File: config.mk
export PLATFORM = sky130hd
export DESIGN_NAME = imem_loader
export DESIGN_NICKNAME = d
export VERILOG_FILES = /design/src/rtl/imem_loader.sv
export SDC_FILE = /design/constraint.sdc
export NUM_CORES = 1
export LEC_CHECK = 0
export ABC_AREA = 1
export CAP_MARGIN = 10
export CORE_MARGIN = 5
export CORE_UTILIZATION = 32
export DETAILED_ROUTE_END_ITERATION = 8
export GPL_TIMING_DRIVEN = 0
export PLACE_DENSITY_LB_ADDON = 0.08
export SLEW_MARGIN = 20
export SYNTH_ARGS = -nofsm -noshare
export SYNTH_HDL_FRONTEND = slang
export SYNTH_SLANG_ARGS = --single-unit
File: constraint.sdc
create_clock -name clk -period 3.8 [get_ports clk]
set_input_delay 0.57 -clock clk [delete_from_list [all_inputs] [get_ports clk]]
set_output_delay 0.57 -clock clk [all_outputs]
set_load 0.05 [all_outputs]
File: src/rtl/imem_loader.sv
// Boot-time instruction memory loader: length-prefixed byte stream in,
// little-endian word writes out, core released once the XOR checksum matches.
module imem_loader #(
  parameter int          ADDR_WIDTH = 10,
  parameter logic [31:0] BASE_ADDR  = 32'h0
) (
  input  logic        clk,
  input  logic        rst,
  input  logic        start,
  input  logic        in_valid,
  input  logic [7:0]  in_data,
  output logic        in_ready,
  output logic        mem_we,
  output logic [31:0] mem_addr,
  output logic [31:0] mem_wdata,
  output logic        cpu_hold,
  output logic        done,
  output logic        error
);

  localparam int          IW    = ADDR_WIDTH + 1;
  localparam logic [31:0] DEPTH = 32'(1) << ADDR_WIDTH;

  typedef enum logic [2:0] {
    S_IDLE,
    S_LEN0,
    S_LEN1,
    S_DATA,
    S_WRITE,
    S_CHK,
    S_DONE,
    S_ERR
  } state_t;

  state_t        state;
  state_t        state_nxt;
  logic [15:0]   len;
  logic [IW-1:0] word_idx;
  logic [1:0]    byte_cnt;
  logic [7:0]    chk;
  logic [31:0]   word;
  logic [31:0]   word_nxt;
  logic [31:0]   addr_q;
  logic [31:0]   wdata_q;
  logic [15:0]   len_full;
  logic          accept;
  logic          oversize;
  logic          last_word;

  always_comb begin
    in_ready = 1'b0;
    mem_we   = 1'b0;
    cpu_hold = 1'b1;
    done     = 1'b0;
    error    = 1'b0;
    unique case (state)
      S_LEN0,
      S_LEN1,
      S_DATA,
      S_CHK:   in_ready = 1'b1;
      S_WRITE: mem_we   = 1'b1;
      S_DONE: begin
        cpu_hold = 1'b0;
        done     = 1'b1;
      end
      S_ERR:   error    = 1'b1;
      default: ;
    endcase
  end

  assign accept    = in_valid && in_ready;
  assign len_full  = {in_data, len[7:0]};
  assign oversize  = 32'(len_full) > DEPTH;
  assign last_word = (32'(word_idx) + 32'd1) == 32'(len);
  assign mem_addr  = addr_q;
  assign mem_wdata = wdata_q;

  // Byte lands in its little-endian lane of the word being built.
  always_comb begin
    word_nxt = word;
    word_nxt[{byte_cnt, 3'b000} +: 8] = in_data;
  end

  always_comb begin
    state_nxt = state;
    unique case (state)
      S_IDLE:
        if (start) state_nxt = S_LEN0;
      S_LEN0:
        if (accept) state_nxt = S_LEN1;
      S_LEN1:
        if (accept) begin
          if (oversize)
            state_nxt = S_ERR;
          else if (len_full == 16'd0)
            state_nxt = S_CHK;
          else
            state_nxt = S_DATA;
        end
      S_DATA:
        if (accept && byte_cnt == 2'd3) state_nxt = S_WRITE;
      S_WRITE:
        state_nxt = last_word ? S_CHK : S_DATA;
      S_CHK:
        if (accept) state_nxt = (in_data == chk) ? S_DONE : S_ERR;
      S_DONE,
      S_ERR:
        if (start) state_nxt = S_LEN0;
      default:
        state_nxt = S_IDLE;
    endcase
  end

  always_ff @(posedge clk) begin
    if (rst) state <= S_IDLE;
    else     state <= state_nxt;
  end

  always_ff @(posedge clk) begin
    if (rst) begin
      len      <= '0;
      word_idx <= '0;
      byte_cnt <= '0;
      chk      <= '0;
      word     <= '0;
      addr_q   <= '0;
      wdata_q  <= '0;
    end else begin
      unique case (state)
        S_IDLE,
        S_DONE,
        S_ERR:
          if (start) begin
            len      <= '0;
            word_idx <= '0;
            byte_cnt <= '0;
            chk      <= '0;
          end
        S_LEN0:
          if (accept) len[7:0] <= in_data;
        S_LEN1:
          if (accept) len[15:8] <= in_data;
        S_DATA:
          if (accept) begin
            word     <= word_nxt;
            chk      <= chk ^ in_data;
            byte_cnt <= byte_cnt + 2'd1;
            // Present the finished word during the following write cycle.
            if (byte_cnt == 2'd3) begin
              addr_q  <= BASE_ADDR + (32'(word_idx) << 2);
              wdata_q <= word_nxt;
            end
          end
        S_WRITE:
          word_idx <= word_idx + 1'b1;
        default: ;
      endcase
    end
  end

endmodule

# After elaboration in Yosys (flattened, before gate mapping)
# Cells that the tools add are included.
[totals]
register_bits = 115
latch_bits = 0
ram_bits = 0
rom_bits = 0
in_bits = 12
out_inout_bits = 69
wordCells = 78
mem_count = 0
[classes]
add_sub_neg = 4
n_mul = 0
n_div = 0
order_cmp = 1
n_eq_ne = 16
n_shift = 2
muxes = 28
bitwise = 1
reduce_logical = 17
[ops]
columns = ["operator", "count"]
rows = [
  ["$pmux 8 s2", 3],
  ["$bwmux 32", 1],
  ["$shift 8x7->32 const A", 1],
  ["$shiftx 8x7->32", 1],
  ["$mux 3", 8],
  ["$mux 8", 3],
  ["$pmux 11 s2", 1],
  ["$pmux 3 s6", 1],
  ["$eq 12x16->1", 1],
  ["$gt 16x11->1 const B", 1],
  ["$logic_not 16->1", 1],
  ["$mux 16", 1],
  ["$add 11x1->12 const B", 1],
  ["$eq 3x3->1 const B", 4],
  ["$reduce_and 3->1", 4],
  ["$add 11x1->11 const B", 1],
  ["$mux 11", 1],
  ["$ne 2x2->1 const B", 5],
  ["$eq 8x8->1", 1],
  ["$reduce_bool 2->1", 4],
  ["$xor 8x8->8", 1],
  ["$neg 5->7", 1],
  ["$eq 3x2->1 const B", 2],
  ["$mux 1", 6],
  ["other kinds (12)", 15],
]

# Logic depth before layout (Yosys ltp)
# Gate-level depths: netlist of the first run.
[logic_depth]
ltp_word = 7
ltp_mapped = 14
mapped_depth_nobuf = 14

# Worst setup path after synthesis of the first run
# OpenSTA, ideal clock, no wires.
[synth_path]
path_type = "flip-flop to output port"
startpoint = "register state[2]"
endpoint = "output cpu_hold"
t_arrival_ns = 1.645
required_ns = 3.230
path_slack_ns = 1.585
path_stages_with_launch = 4
path_buffers = 0
cell_sequence = "dfxtp_1 -> nand2_1 -> nor2_1 -> inv_1"
[synth_between]
elab_chain_cells = 2
[synth_lines]
columns = ["item", "line", "text"]
rows = [
  ["from (decl)", "35", "state_t state;"],
  ["from (signal assigned)", "116", "else state <= state_nxt;"],
  ["$eq 3x3->1", "56", "unique case (state)"],
  ["$mux 1", "56", ""],
  ["to (decl)", "16", "output logic cpu_hold,"],
]
# Every way passes these cells.

# Worst setup path after layout of the first run
[layout_path]
startpoint = "register state[2]"
endpoint = "output mem_we"
[layout_between]
elab_chain_cells = 2
[layout_lines]
columns = ["item", "line", "text"]
rows = [
  ["$eq 3x3->1", "56", ""],
  ["$mux 1", "56", ""],
  ["to (decl)", "13", "output logic mem_we,"],
]
# Every way passes these cells.

==> impl_results.md, run 1 <==
- Number of global-route vias before repair: a little under 5k
- Die X-Extent: roughly 140 um
- Area share of the leading cell type in the synthesized netlist: 40.4%
- Total chip power: 0.00381 W
- Launch instance of the worst register-to-register path: byte_cnt[0]$_SDFFE_PP0P_
- Per-cell routed wire length: 15.6 um
- Final Wtd Congestion: roughly 0.86
- Total Die Area: between 0.015 and 0.02 sq mm
- DIE HEIGHT: about 140 um
- Hold_sp: len[13]$_SDFFE_PP0P_
- RSZ-0062 raised after global routing: no
- H-Tree Level Count: 3
- Synth-to-layout area growth: 22.5%
- Critical Path Sink Type: output port
- Count of cells resized by post-cts repair: 0
- Hpwl dp: 12500 um
- Final layout net count: between 800 and 900
- Detail-routed via count per cell: about 4.9
- Clock tree from TritonCTS: yes
- Initial antenna violation count: 0
- Core area: 0.0166 sq mm
- Iteration-0 DRC count of the detailed router: ~320
- Total Negative Setup Slacks: 0 ps
- Hold-fix buffers, CTS: 0
- Number of top-level design ports: between 80 and 90
- Result of the run: finished, final reports clean
- Leak Pwr: between 2 and 3 nW
- Initial Utilization: roughly 33%
- Yosys warning count: 0
- Worst clock skew on the final layout: approximately 9.0 ps
- Wire length of the first global-routing pass: 26000 um
- Number of input and output port buffers inserted: 56
- Final-report setup violation count: 0
- Type of the tightest min-delay check: reg2reg
- Clk_lat worst skew: approximately 360 ps
- Library cell used as clock root buffer: sky130_fd_sc_hd__clkbuf_16
- Total clock sinks: around 110
- Mean instance size in the synthesized netlist: ~7.5 sq um
- Setup slack, reg-to-reg: around 1400 ps
- Post-route ant nets: 0
- # Post-CTS Setup Buffers: 0
- Number of max-capacitance violations reported: 0
- Hold violation count in the final report: 0
- Number of buffers created by CTS: 9
- Clock Tree Buf Depth: 2
- Power per standard cell area: between 500 and 600 mW/mm^2
- Cell area after technology mapping: 0.00540 sq mm
- Crit Path Category: reg2out
- Count of final max-slew check failures: 0
- Vias after detailed routing: 5028
- Number of iterations in the first detailed-routing pass: 5
- R2R cell count: 8
- Post-synthesis cell type with the largest combined area: sky130_fd_sc_hd__dfxtp_1
- Worst rel slew slack: roughly 49%
- Residual DRC count: 0
- Wire length after detailed routing: around 16000 um
- Worst setup SP type: flip-flop
- Synth cell types: 33
- Reg2Reg Capture Point: mem_wdata[3]$_SDFFE_PP0P_
- Hold Path Cell Cnt: 2
- Total global routing overflow: 0
- Crit share post-route: between 80 and 90%
- Min Tclk post-route: approximately 3100 ps
- Number of instances in the synthesized netlist: 720
- Count of standard-cell rows: between 40 and 50
- Flop and latch count out of synthesis: 109
- Crit path arrival time: 2580 ps
- Clock-pin transition on the worst setup and hold timing paths: roughly 70 ps
- Share of cells above drive strength 1: a little under an eighth
- Crit path max fanout: 10
- Biggest area contributors in the synthesized netlist: sky130_fd_sc_hd__dfxtp_1, sky130_fd_sc_hd__a21oi_1, sky130_fd_sc_hd__nand2_1
- Maximum number of pins on one net before global-route repair: 18
- Worst-margin pin slew: ~760 ps
- Sequential share of the synthesized area: 40.4%
- Antenna cell count: 0
- Worst ir drop on vdd: 301 uV
- Achievable frequency: about 320 MHz
- Data required time at the worst endpoint: 3230 ps
- Worst Hold End: len[13]$_SDFFE_PP0P_
- GRT Overall Usage: between 10% and 20%
## flip-flops by register name, indices dropped and copies added (netlist names)
signal	flops
byte_cnt	2
chk	8
len	16
mem_addr	11
mem_wdata	32
state	3
word	26
word_idx	11
## area by class of cell
type / instances / area, sq um
Fill cell: 1766 / 9970
Multi-Input combinational cell: 500 / 2650
Sequential cell: 109 / 2180
Timing Repair Buffer: 56 / 561
Buffer: 60 / 375
Tap cell: 220 / 275
Inverter: 71 / 272
Clock buffer: 11 / 243
Clock inverter: 5 / 58.8
## worst max-delay path by stage
| stage | slack, ps | cells past startpoint | from | to |
|---|---|---|---|---|
| after floorplan | 1590 | 3 | state[2]$_SDFFE_PP0P_ | cpu_hold |
| after CTS | 640 | 6 | state[2]$_SDFFE_PP0P_ | mem_we |
| after global routing | 520 | 6 | state[2]$_SDFFE_PP0P_ | mem_we |
| after global placement | 1060 | 6 | state[2]$_SDFFE_PP0P_ | mem_we |
| after detailed placement | 1020 | 6 | state[2]$_SDFFE_PP0P_ | mem_we |
| final | 650 | 6 | state[2]$_SDFFE_PP0P_ | mem_we |
## cells by family (layout without fill, tap and decap cells)
logic type                 Yosys count  after routing  synth area share, %
DFF                                109            109                 40.4
xor gates and xnor gates             8              8                 1.30
and+or+nand+nor                    233            233                 20.0
adders and majority gates            6              6                 1.39
other                                1             21               0.0694
AOI/OAI and AO/OA                  232            232                 24.9
buffers and inverters              131            203                 12.0
## worst max-delay path, cell delays in order, from the launching register on
cell	delay, ps
sky130_fd_sc_hd__dfxtp_1	450
sky130_fd_sc_hd__inv_2	80
sky130_fd_sc_hd__nor2_2	170
sky130_fd_sc_hd__inv_2	70
sky130_fd_sc_hd__nor2_2	270
sky130_fd_sc_hd__buf_2	320
sky130_fd_sc_hd__clkdlybuf4s50_1	850
## cell usage after synthesis, drive strengths merged
library cell and instances:
a211oi 16, clkinv 1, nand4 9, buf 41, nor4 2, a21oi 113, clkbuf 19, xnor2 4
o21ai 77, nand3 53, a2bb2oi 1, conb 1, a32oi 2, xor2 4, dfxtp 109, nor3 10
inv 70, ha 6, o211a 4, nand2 107, a22oi 19, nor2 52
## power breakdown
group	total (W)	leakage (nW)	switching, W	internal, W
Combinational	0.00148	1.58	0.00102	0.000464
Clock	0.000969	0.147	0.000437	0.000532
Sequential	0.00136	0.883	0.0000861	0.00127
Total	0.00381	2.62	0.00154	0.00227
## cell usage in the layout, fill, tap and decap left out, types with 4 or more instances in the layout
| cell | synthesis | final |
|---|---|---|
| sky130_fd_sc_hd__a211oi_1 | 4 | 4 |
| sky130_fd_sc_hd__a211oi_2 | 12 | 12 |
| sky130_fd_sc_hd__a21oi_1 | 112 | 112 |
| sky130_fd_sc_hd__a22oi_1 | 19 | 19 |
| sky130_fd_sc_hd__buf_2 | 12 | 12 |
| sky130_fd_sc_hd__buf_4 | 22 | 22 |
| sky130_fd_sc_hd__buf_6 | 7 | 7 |
| sky130_fd_sc_hd__clkbuf_1 | 19 | 20 |
| sky130_fd_sc_hd__clkbuf_16 | 0 | 9 |
| sky130_fd_sc_hd__clkdlybuf4s50_1 | 0 | 56 |
| sky130_fd_sc_hd__conb_1 | 1 | 21 |
| sky130_fd_sc_hd__dfxtp_1 | 109 | 109 |
| sky130_fd_sc_hd__ha_1 | 6 | 6 |
| sky130_fd_sc_hd__inv_1 | 62 | 62 |
| sky130_fd_sc_hd__inv_2 | 6 | 6 |
| sky130_fd_sc_hd__nand2_1 | 101 | 101 |
| sky130_fd_sc_hd__nand2_4 | 4 | 4 |
| sky130_fd_sc_hd__nand3_1 | 53 | 53 |
| sky130_fd_sc_hd__nand4_1 | 9 | 9 |
| sky130_fd_sc_hd__nor2_1 | 41 | 41 |
| sky130_fd_sc_hd__nor2_2 | 4 | 4 |
| sky130_fd_sc_hd__nor2_4 | 7 | 7 |
| sky130_fd_sc_hd__nor3_1 | 10 | 10 |
| sky130_fd_sc_hd__o211a_1 | 4 | 4 |
| sky130_fd_sc_hd__o21ai_0 | 43 | 43 |
| sky130_fd_sc_hd__o21ai_1 | 34 | 34 |
| sky130_fd_sc_hd__xnor2_1 | 4 | 4 |
| sky130_fd_sc_hd__xor2_1 | 4 | 4 |
## through the flow
step	setup WS (ps)	instances	instance area, sq um	util [%]	hold slack, ps
floorplan	1590	740	5480	-	437
global placement	1060	1016	6310	38.1	454
detailed placement	1020	1016	6310	38.1	455
CTS	636	1032	6610	39.9	470
global route	522	1032	6610	39.9	493
finish	654	1032	6610	39.9	466
## per-layer routing
| layer | track usage [%] | vias up | share of wire (%) | wire (um) |
|---|---|---|---|---|
| li1 | - | 2589 | - | - |
| met1 | 20.7 | 2344 | 46 | 7390 |
| met2 | 29.2 | 81 | 49 | 7960 |
| met3 | 3.61 | 14 | 3.4 | 541 |
| met4 | 3.67 | 0 | 1.5 | 243 |
| met5 | 0 | - | 0 | 0 |
No activity file was read; power rests on OpenSTA's default activity.
==> run 2, diff against run 1 <==
clock period = 3.05 ns   (was 3.8 ns; I/O delays follow)
==> run 2 against run 1 <==
  * Cell area barely moved
  * Non-clock buffer count did not move
  * Worst setup slack got worse by 350 ps
  * Final cell count did not move
  * Sequential cell count did not move
  * Clock-buffer cell count did not move
  * Routed wire length barely moved
  * Utilization barely moved
  * Power rose by 25%
  * Via count did not move
  * Critical path type unchanged
==> impl_results.md, run 2 (synthesis gave the netlist of run 1 again) <==
- Fill cell instance count of the final layout: 1767 (+0.057%)
- RSZ-0062 raised after global routing: no
- Number of iterations in the first detailed-routing pass: 5 (unchanged)
- Crit share post-route: approximately nine tenths
- Final worst hold slack: 466 ps (+0.00100 ps)
- Ordered list of cells on the worst path: inv_2 -> nor2_2 -> inv_2 -> nor2_2 -> buf_2 -> dlygate4sd2_1
- Leak Pwr: 2.62 nW (+0.16%)
- Total Negative Setup Slacks: 0 ps (unchanged)
- Initial Utilization: 32.6% (unchanged)
- Share of cells above drive strength 1: 11.6% (unchanged)
- Data required time at the worst endpoint: 2590 ps (-640 ps)
- Post-route ant nets: 0 (unchanged)
- Worst setup margin: 303 ps (-350 ps)
- Number of non-filler instances in the completed layout: 1032 (unchanged)
- H-Tree Level Count: 3 (unchanged)
- Critical Path Sink Type: output port
- Switching power summed over all nets: 0.00192 W (+25%)
- Core area: 0.0166 sq mm (unchanged)
- Total global routing overflow: 0 (unchanged)
- Dpl cells: 1016 (unchanged)
- Initial antenna violation count: 0 (unchanged)
- GRT Overall Usage: 16.5% (unchanged)
- Number of global-route vias before repair: 4930 (unchanged)
- Number of top-level design ports: 81 (unchanged)
- Per-cell routed wire length: 15.6 um (about the same)
- Hpwl dp: 12500 um (unchanged)
- Crit path max fanout: 10 (unchanged)
- Iteration-0 DRC count of the detailed router: 317 (+0.32%)
- Final layout net count: 825 (unchanged)
- Count of standard-cell rows: 47 (unchanged)
- Worst-margin pin slew: 764 ps (+0.000298 ps)
- Detail-routed via count per cell: 4.87 (unchanged)
- Top library cells by usage in the layout, fill and taps aside: sky130_fd_sc_hd__a21oi_1, sky130_fd_sc_hd__dfxtp_1, sky130_fd_sc_hd__nand2_1, sky130_fd_sc_hd__inv_1, sky130_fd_sc_hd__clkdlybuf4s50_1
- Highest cell delay on the worst timing path: 560 ps (-290 ps)
- Clock Tree Buf Depth: 2 (unchanged)
- DIE HEIGHT: 140 um (unchanged)
- Total area of multi-input combinational cells: 0.00265 sq mm (unchanged)
- Sequential group share of total power: 35.7% (about the same)
- Part of the power in the clock network: 25.4% (about the same)
- Die X-Extent: 140 um (unchanged)
- Number of buffers created by CTS: 9 (unchanged)
- R2R cell count: 8 (unchanged)
- Total clock sinks: 109 (unchanged)
- Worst rel slew slack: 49.1% (unchanged)
- Logic gate share of total power: 38.9% (about the same)
- Min Tclk post-route: roughly 2700 ps
- Worst clock skew on the final layout: 9.02 ps (-0.0000200 ps)
- Sequential standard cell area: 0.00218 sq mm (unchanged)
- Clock-pin transition on the worst setup and hold timing paths: 70 ps (about the same)
- Sw frac: 40.5% (about the same)
- Library cell used as clock root buffer: sky130_fd_sc_hd__clkbuf_16
- Most frequent standard cell in the layout excluding fill and tap cells: sky130_fd_sc_hd__a21oi_1
- Hold Path Cell Cnt: 2 (unchanged)
- Final-report setup violation count: 0 (unchanged)
- Final design area excluding fillers: 0.00661 sq mm (about the same)
- Number of max-capacitance violations reported: 0 (unchanged)
- Standard cell area after detailed placement: 0.00631 sq mm (unchanged)
- Worst ir drop on vdd: 375 uV (+25%)
- Crit path arrival time: 2290 ps (-290 ps)
- Count of final max-slew check failures: 0 (unchanged)
- Type of the tightest min-delay check: reg2reg
- Total Die Area: 0.0196 sq mm (unchanged)
- Maximum number of pins on one net before global-route repair: 18 (unchanged)
- Clk_lat worst skew: 360 ps (about the same)
- Crit Path Category: reg2out
- Power per standard cell area: 718 mW/mm^2 (+25%)
- Slowest stage cell on the critical path: sky130_fd_sc_hd__dlygate4sd2_1
- Antenna cell count: 0 (unchanged)
- Wire length of the first global-routing pass: 26000 um (unchanged)
- Vias after detailed routing: 5028 (unchanged)
- Wire length after detailed routing: 16100 um (about the same)
- Worst slack at placement: 385 ps (-638 ps)
- Max reg flops: 32 (unchanged)
- Achievable frequency: around 360 MHz
- # Post-CTS Setup Buffers: 0 (unchanged)
- Hold violation count in the final report: 0 (unchanged)
- Result of the run: finished, final reports clean
- Worst setup SP type: flip-flop
- Final Wtd Congestion: 0.855 (unchanged)
- Residual DRC count: 0 (unchanged)
- Internal Power: 0.00283 W (+24%)
- Synth-to-layout area growth: 22.4% (about the same)
- Number of input and output port buffers inserted: 56 (unchanged)
- Clock tree from TritonCTS: yes
## run 2: cell types whose count changed in the layout (fill, tap and decap cells not counted), sizes merged
| cell | delta |
|---|---|
| clkdlybuf4s50 | -1 |
| dlygate4sd2 | +1 |
## run 2: layout make-up
| class | instances | area share (%) |
|---|---|---|
| Clock buffer | 11 | 3.67 |
| Inverter | 71 | 4.11 |
| Sequential cell | 109 | 33.0 |
| Tap cell | 220 | 4.16 |
| Multi-Input combinational cell | 500 | 40.0 |
| Timing Repair Buffer | 56 | 8.46 |
| Clock inverter | 5 | 0.889 |
| Buffer | 60 | 5.68 |
## run 2: path summary, 6_finish.rpt
check,from,end,slack [ps]
hold reg to reg,len[13]$_SDFFE_PP0P_,len[13]$_SDFFE_PP0P_,470
hold / removal,len[13]$_SDFFE_PP0P_,len[13]$_SDFFE_PP0P_,470
setup / recovery,state[2]$_SDFFE_PP0P_,mem_we,300
setup reg to reg,byte_cnt[0]$_SDFFE_PP0P_,mem_wdata[3]$_SDFFE_PP0P_,650
## run 2: routing by layer
metal	vias up	track usage (%)	routed length, um	share of wire [%]
li1	2589	-	-	-
met1	2342	20.7	7370	46
met2	82	29.2	7960	49
met3	15	3.61	564	3.5
met4	0	3.67	243	1.5
met5	-	0	0	0
## run 2: repair_timing
| item | CTS | global route |
|---|---|---|
| resized for setup | 1 | 0 |
| hold buffers | 0 | 0 |
| endpoints found under the setup margin | 1 | 0 |
## run 2: power groups by stage
| stage | clock, W | combinational (W) | sequential, W |
|---|---|---|---|
| 2_1_floorplan | 0 | 0.00141 | 0.00171 |
| 3_3_place_gp | 0 | 0.00183 | 0.00172 |
| 3_5_place_dp | 0 | 0.00185 | 0.00173 |
| 4_1_cts | 0.00125 | 0.00185 | 0.00169 |
| 5_1_grt | 0.00131 | 0.00207 | 0.00172 |
| 6_report | 0.00121 | 0.00185 | 0.00170 |
## run 2: worst max-delay path, delay by kind of cell (launching register included)
family        cells  cell delay, ps
buf+inv           4            1030
flops             1             450
simple gates      2             440
## run 2: stage by stage
| step | total power, W | util (%) |
|---|---|---|
| after floorplan | 0.00312 | - |
| after global placement | 0.00355 | 38.1 |
| after global routing | 0.00509 | 39.9 |
| final | 0.00475 | 39.9 |
| after detailed placement | 0.00358 | 38.1 |
| after CTS | 0.00479 | 39.9 |
==> run 3, diff against run 2 <==
CTS_CLUSTER_SIZE = 8   (was not set)
==> results of run 3 <==
The final DEF is identical to that of run 2; final timing and power are the same.
